`src/rtl/cam_capture.sv`:
```
`default_nettype none
// +----------------------------------------------------------------------------+
// | cam_capture : frame/line-synchronised camera pixel packer with output FIFO |
// | Revision    : 1.0                                                          |
// +----------------------------------------------------------------------------+
module cam_capture #(
  parameter int DATA_W     = 8,
  parameter int BPP        = 2,
  parameter int FIFO_DEPTH = 8,
  parameter int CNT_W      = 10
) (
  input  logic                    clk,
  input  logic                    reset,
  input  logic [DATA_W-1:0]       cam_dat,
  input  logic                    cam_href,
  input  logic                    cam_vsync,
  input  logic                    enable,
  input  logic                    clear_ovf,
  output logic [DATA_W*BPP-1:0]   out_data,
  output logic                    out_sof,
  output logic                    out_sol,
  output logic                    out_valid,
  input  logic                    out_ready,
  output logic [CNT_W-1:0]        line_cnt,
  output logic                    overflow,
  output logic                    busy
);

  localparam int                 PIX_W     = DATA_W * BPP;
  localparam int                 ENT_W     = PIX_W + 2;
  localparam int                 AW        = $clog2(FIFO_DEPTH);
  localparam int                 BEAT_W    = 2;
  localparam logic [BEAT_W-1:0]  LAST_BEAT = BEAT_W'(BPP - 1);
  localparam logic [CNT_W-1:0]   CNT_MAX   = '1;

  typedef enum logic [1:0] {
    IDLE       = 2'd0,
    WAIT_FRAME = 2'd1,
    ACTIVE     = 2'd2
  } state_t;

  state_t              state_q, state_d;
  logic                vsync_q, href_q;
  logic [BEAT_W-1:0]   beat_q, beat_d;
  logic [PIX_W-1:0]    pack_q, pack_d;
  logic                pix_vld_q, pix_vld_d;
  logic [PIX_W-1:0]    pix_data_q, pix_data_d;
  logic                pix_sof_q, pix_sof_d;
  logic                pix_sol_q, pix_sol_d;
  logic                sof_pend_q, sof_pend_d;
  logic                sol_pend_q, sol_pend_d;
  logic [CNT_W-1:0]    line_cnt_q, line_cnt_d;
  logic                ovf_q, ovf_d;
  logic [AW:0]         wr_ptr_q, wr_ptr_d;
  logic [AW:0]         rd_ptr_q, rd_ptr_d;
  logic [ENT_W-1:0]    mem_q [FIFO_DEPTH];

  logic                vs_fall, vs_rise, href_rise, href_fall;
  logic                active, beat_en, pix_done;
  logic [PIX_W-1:0]    pack_shift;
  logic                fifo_empty, fifo_full, pop, push, drop;
  logic                carry_sof, carry_sol;
  logic [ENT_W-1:0]    head;

  assign vs_fall    = vsync_q & ~cam_vsync;
  assign vs_rise    = ~vsync_q & cam_vsync;
  assign href_rise  = ~href_q & cam_href;
  assign href_fall  = href_q & ~cam_href;
  assign active     = (state_q == ACTIVE);
  assign beat_en    = active & cam_href;
  assign pix_done   = beat_en & (beat_q == LAST_BEAT);
  assign pack_shift = (pack_q << DATA_W) | PIX_W'(cam_dat);

  // Extra pointer MSB distinguishes full from empty when the indices match.
  assign fifo_empty = (wr_ptr_q == rd_ptr_q);
  assign fifo_full  = (wr_ptr_q[AW] != rd_ptr_q[AW]) &&
                      (wr_ptr_q[AW-1:0] == rd_ptr_q[AW-1:0]);
  assign pop        = ~fifo_empty & out_ready;
  assign push       = pix_vld_q & (~fifo_full | pop);
  assign drop       = pix_vld_q & fifo_full & ~pop;
  assign carry_sof  = drop & pix_sof_q;
  assign carry_sol  = drop & pix_sol_q;

  always_comb begin
    state_d = state_q;
    case (state_q)
      IDLE:       if (enable) state_d = WAIT_FRAME;
      WAIT_FRAME: begin
        if (!enable)      state_d = IDLE;
        else if (vs_fall) state_d = ACTIVE;
      end
      ACTIVE:     if (vs_rise) state_d = enable ? WAIT_FRAME : IDLE;
      default:    state_d = IDLE;
    endcase
  end

  always_comb begin
    beat_d     = beat_q;
    pack_d     = pack_q;
    pix_vld_d  = 1'b0;
    pix_data_d = pix_data_q;
    pix_sof_d  = pix_sof_q;
    pix_sol_d  = pix_sol_q;
    // A dropped pixel hands its markers to the next pixel that makes it in.
    sof_pend_d = sof_pend_q | carry_sof;
    sol_pend_d = sol_pend_q | carry_sol | href_rise;
    line_cnt_d = line_cnt_q;

    if (!active && state_d == ACTIVE) begin
      sof_pend_d = 1'b1;
      line_cnt_d = '0;
    end

    if (!active || href_fall) begin
      beat_d = '0;
    end else if (beat_en) begin
      pack_d = pack_shift;
      if (pix_done) begin
        beat_d     = '0;
        pix_vld_d  = 1'b1;
        pix_data_d = pack_shift;
        pix_sof_d  = sof_pend_q | carry_sof;
        pix_sol_d  = sol_pend_q | carry_sol | href_rise;
        sof_pend_d = 1'b0;
        sol_pend_d = 1'b0;
      end else begin
        beat_d = beat_q + 2'd1;
      end
    end

    if (active && href_fall && line_cnt_q != CNT_MAX)
      line_cnt_d = line_cnt_q + CNT_W'(1);

    ovf_d    = drop | (ovf_q & ~clear_ovf);
    wr_ptr_d = wr_ptr_q + {{AW{1'b0}}, push};
    rd_ptr_d = rd_ptr_q + {{AW{1'b0}}, pop};
  end

  always_ff @(posedge clk) begin
    if (reset) begin
      state_q    <= IDLE;
      vsync_q    <= 1'b0;
      href_q     <= 1'b0;
      beat_q     <= '0;
      pack_q     <= '0;
      pix_vld_q  <= 1'b0;
      pix_data_q <= '0;
      pix_sof_q  <= 1'b0;
      pix_sol_q  <= 1'b0;
      sof_pend_q <= 1'b0;
      sol_pend_q <= 1'b0;
      line_cnt_q <= '0;
      ovf_q      <= 1'b0;
      wr_ptr_q   <= '0;
      rd_ptr_q   <= '0;
    end else begin
      state_q    <= state_d;
      vsync_q    <= cam_vsync;
      href_q     <= cam_href;
      beat_q     <= beat_d;
      pack_q     <= pack_d;
      pix_vld_q  <= pix_vld_d;
      pix_data_q <= pix_data_d;
      pix_sof_q  <= pix_sof_d;
      pix_sol_q  <= pix_sol_d;
      sof_pend_q <= sof_pend_d;
      sol_pend_q <= sol_pend_d;
      line_cnt_q <= line_cnt_d;
      ovf_q      <= ovf_d;
      wr_ptr_q   <= wr_ptr_d;
      rd_ptr_q   <= rd_ptr_d;
    end
  end

  always_ff @(posedge clk) begin
    if (push && !reset)
      mem_q[wr_ptr_q[AW-1:0]] <= {pix_sof_q, pix_sol_q, pix_data_q};
  end

  // Head fields are forced to zero while empty so stale storage never shows.
  assign head      = mem_q[rd_ptr_q[AW-1:0]];
  assign out_valid = ~fifo_empty;
  assign out_data  = fifo_empty ? '0 : head[PIX_W-1:0];
  assign out_sof   = ~fifo_empty & head[PIX_W+1];
  assign out_sol   = ~fifo_empty & head[PIX_W];
  assign line_cnt  = line_cnt_q;
  assign overflow  = ovf_q;
  assign busy      = active;

endmodule
`default_nettype wire

```
`config.mk`:
```
export PLATFORM = sky130hd
export DESIGN_NAME = cam_capture
export DESIGN_NICKNAME = d
export VERILOG_FILES = /design/src/rtl/cam_capture.sv
export SDC_FILE = /design/constraint.sdc
export NUM_CORES = 1
export LEC_CHECK = 0
export BUFFER_PORTS_ARGS = -buffer_cell sky130_fd_sc_hd__buf_2
export CAP_MARGIN = 20
export CORE_ASPECT_RATIO = 2
export CORE_MARGIN = 1.5
export CORE_UTILIZATION = 27
export DETAILED_ROUTE_END_ITERATION = 8
export PLACE_DENSITY = 0.4
export SYNTH_ARGS = -nofsm -noshare
export SYNTH_HDL_FRONTEND = slang
export SYNTH_SLANG_ARGS = --single-unit
```
`constraint.sdc`:
```
create_clock -name clk -period 10 [get_ports clk]
set_clock_uncertainty 0.1 [all_clocks]
set_input_delay 0.5 -clock clk [delete_from_list [all_inputs] [get_ports clk]]
set_output_delay 0.5 -clock clk [all_outputs]
set_load 0.02 [all_outputs]
```
# Yosys cells after proc, flatten, opt, wreduce, memory -nomap -nowiden
# Memories as Yosys holds them, arrays and structs flattened. A register that Yosys moved wholly into a read port is not among the register bits.
# Cells that the tools add are included.
word_totals:
  regBits: 54
  latchBits: 0
  ram_bits: 144
  mem_bits_ro: 0
  inputBits: 15
  out_inout_bits: 31
  word_cells: 94
  mem_count: 1
mem_list:
  columns: ["name", "depth", "word_bits", "read_ports", "rd_ports_with_merged_regs", "write_ports", "line", "rtl"]
  rows:
  - ["mem_q", 8, 18, 1, 1, 1, "56", "logic [ENT_W-1:0] mem_q [FIFO_DEPTH];"]
op_classes:
  addsub: 4
  n_mul: 0
  div: 0
  magnitude_cmp: 0
  n_eq_ne: 8
  shifts: 0
  muxes: 21
  bitwise_logic: 31
  n_reduce_logical: 14
op_table:
  columns: ["operator", "n"]
  rows:
  - ["two-way mux 10 bit", 2]
  - ["two-way mux 16 bit", 1]
  - ["OR 16 x 8 -> 16 bit", 1]
  - ["bitwise AND 1 bit", 15]
  - ["two-way mux 1 bit", 11]
  - ["adder 10 x 1 -> 10 bit (second input constant)", 1]
  - ["two-way mux 2 bit", 5]
  - ["inequality test 10 bit (second input constant)", 1]
  - ["NOT 1 bit", 10]
  - ["adder 4 x 1 -> 4 bit", 2]
  - ["case mux 2 bit (3 select lines)", 1]
  - ["logical AND 1 bit", 5]
  - ["OR 1 bit", 5]
  - ["equality test 2 x 1 -> 1 bit (second input constant)", 2]
  - ["equality test 2 bit (second input constant)", 2]
  - ["equality test 4 bit", 1]
  - ["equality test 3 bit", 1]
  - ["two-way mux 3 bit", 1]
  - ["AND reduction 3 bit", 1]
  - ["OR reduction 3 bit", 1]
  - ["adder 2 x 1 -> 2 bit (second input constant)", 1]
  - ["logical NOT 1 bit", 2]
  - ["logical NOT 2 bit", 1]
  - ["AND reduction 2 bit", 1]
  - ["other kinds (4)", 4]

# Depth between registers and ports, before layout
depth:
  word_depth: 11
  depth_mapped: 10
  depth_no_buf: 8

# Worst setup path after synthesis
# Ideal clock, no wire load.
synth_path:
  kind: "reg-to-reg"
  startpoint: "register rd_ptr_q[0]"
  endpoint: "memory mem_q[1][0] in the netlist's numbering, enable pin"
  setup_ns: 0.439
  arrival_ns: 2.746
  required_time_ns: 9.461
  slack_ns: 6.714
  path_stages_with_launch: 6
  path_buffers: 1
  period_less_slack_ns: 3.286
  cell_sequence: "dfxtp_1 buf_4 xnor2_1 nand3_1 o311ai_0 nor4_1"
synth_via:
  elab_chain_len: 8
  elab_cells_between_ends: 11
  cone_classes: "eq/ne: 2; mux: 2; bitwise: 5; reduce/logical: 2"
synth_rtl:
  columns: ["item", "line", "rtl"]
  rows:
  - ["start, declared", "55", "logic [AW:0] rd_ptr_q, rd_ptr_d;"]
  - ["start signal, assigned", "171", "rd_ptr_q <= rd_ptr_d;"]
  - ["equality test 4 bit or equality test 3 bit (tied branches)", "75, 77", null]
  - ["NOT 1 bit or logical AND 1 bit (tied branches)", "78, 76", null]
  - ["bitwise AND 1 bit or NOT 1 bit (tied branches)", "78, 79", null]
  - ["OR 1 bit (*)", "79", "assign push = pix_vld_q & (~fifo_full | pop);"]
  - ["bitwise AND 1 bit (*)", "79", null]
  - ["logical AND 1 bit (*)", "176", "if (push && !reset)"]
  - ["two-way mux 1 bit (*)", "176", null]
  - ["two-way mux 1 bit (not written as such) (*)", "177", "mem_q[wr_ptr_q[AW-1:0]] <= {pix_sof_q, pix_sol_q, pix_data_q};"]
  - ["end, declared", "56", null]
# Every way passes the cells marked *; elsewhere a longest branch is shown, timed or not.

# Final worst setup path
layout_path:
  startpoint: "register rd_ptr_q[0]"
  endpoint: "output port out_data[6]"
layout_via:
  elab_chain_len: 2
layout_rtl:
  columns: ["item", "line", "rtl"]
  rows:
  - ["equality test 4 bit", "75", "assign fifo_empty = (wr_ptr_q == rd_ptr_q);"]
  - ["two-way mux 16 bit", "183", "assign out_data = fifo_empty ? '0 : head[PIX_W-1:0];"]
  - ["end, declared", "19", "output logic [DATA_W*BPP-1:0] out_data,"]
# No other way between the ends.

==> impl_metrics.ini <==
[sta]
finalCritPeriodShare = 0.354
tightest_slew_ns = 0.966
hold_violations = 0
fmax_ghz = 0.283
period_minus_slack_ns = 3.54
grt_setup_unrepaired = no
relSlewSlack = 0.356
slew_viol_final = 0
setup_viol_count_final = 0
tns_ns = 0

[layout]
drive_above_1_share = 0.256
seqCellArea_um2 = 5410
finish.utilization = 0.324
nets = 578
fill_cells = 2811
multi_input_area_um2 = 2270
area_growth_pct = 17.4
layout.cell_area.non_filler_um2 = 9160
diodes = 0

[critical_path]
slowest_delay_ns = 0.87
crit_slowest_cell = and2b_1
rrSetupSlack_ns = 6.87
startpoint_type = register
worst-path-buf-inv = 2
critPathKind = register to output port
critPathTopFamily = simple AND/OR/NAND/NOR gates
end_kind = output port
crit_required_ns = 9.40
crit_arrival_ns = 2.94
critPathMaxFanout = 38
path_cells = buf_4, xnor2_1, nand3_1, and2b_1, nor2_1, buf_2

[die]
dieArea_um2 = 30000
die_w_um = 123
start_util = 0.276
die_h_um = 243
fp-row-count = 87
io_pins = 46
coreArea_um2 = 28300

[pwr]
p_per_area_nw_per_um2 = 174
worst_ir_drop_vdd_mv = 0.0890
leakagePower_nw = 2.96

[cts]
cts_sinks = 198
postCtsResizedCells = 0
hold_buffers = 0
htree_num_levels = 4
clkTransAtPathRegs_ns = 0.07
cts_tree = done
cts.path.max_buffers = 2
clock_latency_ns = 0.43
clockRootBuffer = clkbuf_16
cts_made_buffers = 17
cts_setup_buffers = 0

[placement]
place_area_um2 = 8530
io_buffers = 45
place_hpwl_mm = 12.5
gp_congestion = 0.721

[route]
drt-initial-drc-count = 174
postRouteAntennaNets = 0
drc = 0
wl_per_cell_um = 19.4
vias = 4398
wirelength_mm = 18.0
vias_per_cell = 4.74
dr.pass1.iters = 5

[logic_synthesis]
synthesis.area_um2 = 7810
async_reset_ff_frac = 0
yosysUniqueCellTypes = 44
synth_ff_type = edfxtp_1
synth_seq_cells = 198
avgSynthCellArea_um2 = 15.4
synth_cells = 506
synth_edf_count = 144
ys_seq_area_frac = 0.692
syn-num-nets = 526
yosys_warnings = 0

[job]
maxCapViolCount = 0

[status]
outcome = completed

[global_routing]
top_usage_layer = met2
grt_pass1_wl_mm = 28.1
grt_max_degree = 47
antenna_found_initial = 0
met2_usage = 0.243
grt_use_met1 = 0.135
grt_use_met3 = 0.0286
grt_pass1_vias = 4811
grt-ovfl-total = 0
grt_usage = 0.129

[min_path]
hold_class = primary input to register
## metal layers
layer	vias to the layer above	part of all wire
met3	20	0.032
met1	2245	0.37
met5	-	0
met2	93	0.58
met4	0	0.019
li1	2040	-
## layout by cell type, fill, tap and decap left out, drive strengths merged, types with 3 or more instances in the layout
master and n:
a311oi 4, or4 4, xnor2 6, inv 13, mux4 36, o311ai 4, bufinv 3, nand3 19
ha 5, nor3b 3, clkbuf 19, clkinv 4, nand2b 5, dfxtp 54, nand2 49, buf 60
a31oi 4, nor2 38, nor2b 11, edfxtp 144, nand3b 4, mux2i 19, a21oi 31, nand4 5
## where the power goes
part / internal (mW) / switching (mW) / total (mW)
logic: 0.00470 / 0.00932 / 0.0140
registers: 0.869 / 0.000924 / 0.870
clock network: 0.401 / 0.313 / 0.714
total: 1.27 / 0.324 / 1.60
## kinds of logic (layout without fill, tap and decap cells)
group           after synthesis  in the layout  synth area share
compound gates               55             55            0.0463
xor+xnor                      8              8           0.00898
fa+ha+maj                     5              5           0.00801
buf+inv                      36            101            0.0205
flops                       198            198             0.692
mux                          55             55             0.128
simple gates                149            149            0.0955
## worst register-to-register path: cells and delay by family (launching register included)
family                   cells  cell delay, ns
AND/OR/NAND/NOR              4            1.27
adder cells (fa/ha/maj)      2            0.52
flip-flops                   1            0.31
buffers and inverters        1            0.61
XOR/XNOR                     1            0.20
## sequential cells by signal (all words and copies together), names as in the netlist, 2 cells and up
name	flops
rd_ptr_q	4
wr_ptr_q	4
line_cnt	10
pack_q	8
pix_data_q	16
state_q	2
beat_q	2
mem_q	144
## cell usage after synthesis (all sizes together), types with 3 or more instances
| library cell | instances | area (um2) |
|---|---|---|
| inv | 7 | 26.3 |
| nor2 | 38 | 143 |
| or4 | 4 | 30.0 |
| nand3 | 19 | 95.1 |
| xnor2 | 6 | 52.6 |
| clkbuf | 15 | 56.3 |
| mux4 | 36 | 811 |
| nand2 | 49 | 184 |
| a31oi | 4 | 25.0 |
| a311oi | 4 | 41.3 |
| o311ai | 4 | 35.0 |
| edfxtp | 144 | 4320 |
| nor2b | 11 | 68.8 |
| nor3b | 3 | 22.5 |
| a21oi | 31 | 155 |
| dfxtp | 54 | 1080 |
| nand3b | 4 | 33.8 |
| ha | 5 | 62.6 |
| nand2b | 5 | 31.3 |
| nand4 | 5 | 31.3 |
| mux2i | 19 | 190 |
| buf | 14 | 77.6 |
## layout make-up
| class | instances | area share |
|---|---|---|
| sequential | 198 | 0.590 |
| multi-input combinational | 272 | 0.248 |
| tap | 356 | 0.0486 |
| clock buffer | 17 | 0.0464 |
| timing repair buffer | 62 | 0.0425 |
| clock inverter | 15 | 0.0212 |
| inverter | 7 | 0.00287 |
## metrics by stage
stage	cells	power [mW]	hold slack [ns]	setup slack, ns
detailed placement	893	0.903	0.351	6.55
global placement	889	0.902	0.346	6.64
CTS	925	1.62	0.190	6.26
global route	927	1.65	0.198	6.07
finish	927	1.60	0.214	6.46
floorplan	506	0.896	0.332	6.71
## path summary, 6_finish.rpt
path,from,end,depth (start not counted)
worst max-delay path,rd_ptr_q[0]$_SDFF_PP0_,out_data[6],6
worst min-delay path,cam_vsync,vsync_q$_SDFF_PP0_,2
worst max register to register,rd_ptr_q[0]$_SDFF_PP0_,rd_ptr_q[1]$_SDFF_PP0_,8
worst min register to register,pack_q[1]$_SDFFE_PP0P_,pack_q[1]$_SDFFE_PP0P_,2
(Power assumes the default switching activity.)
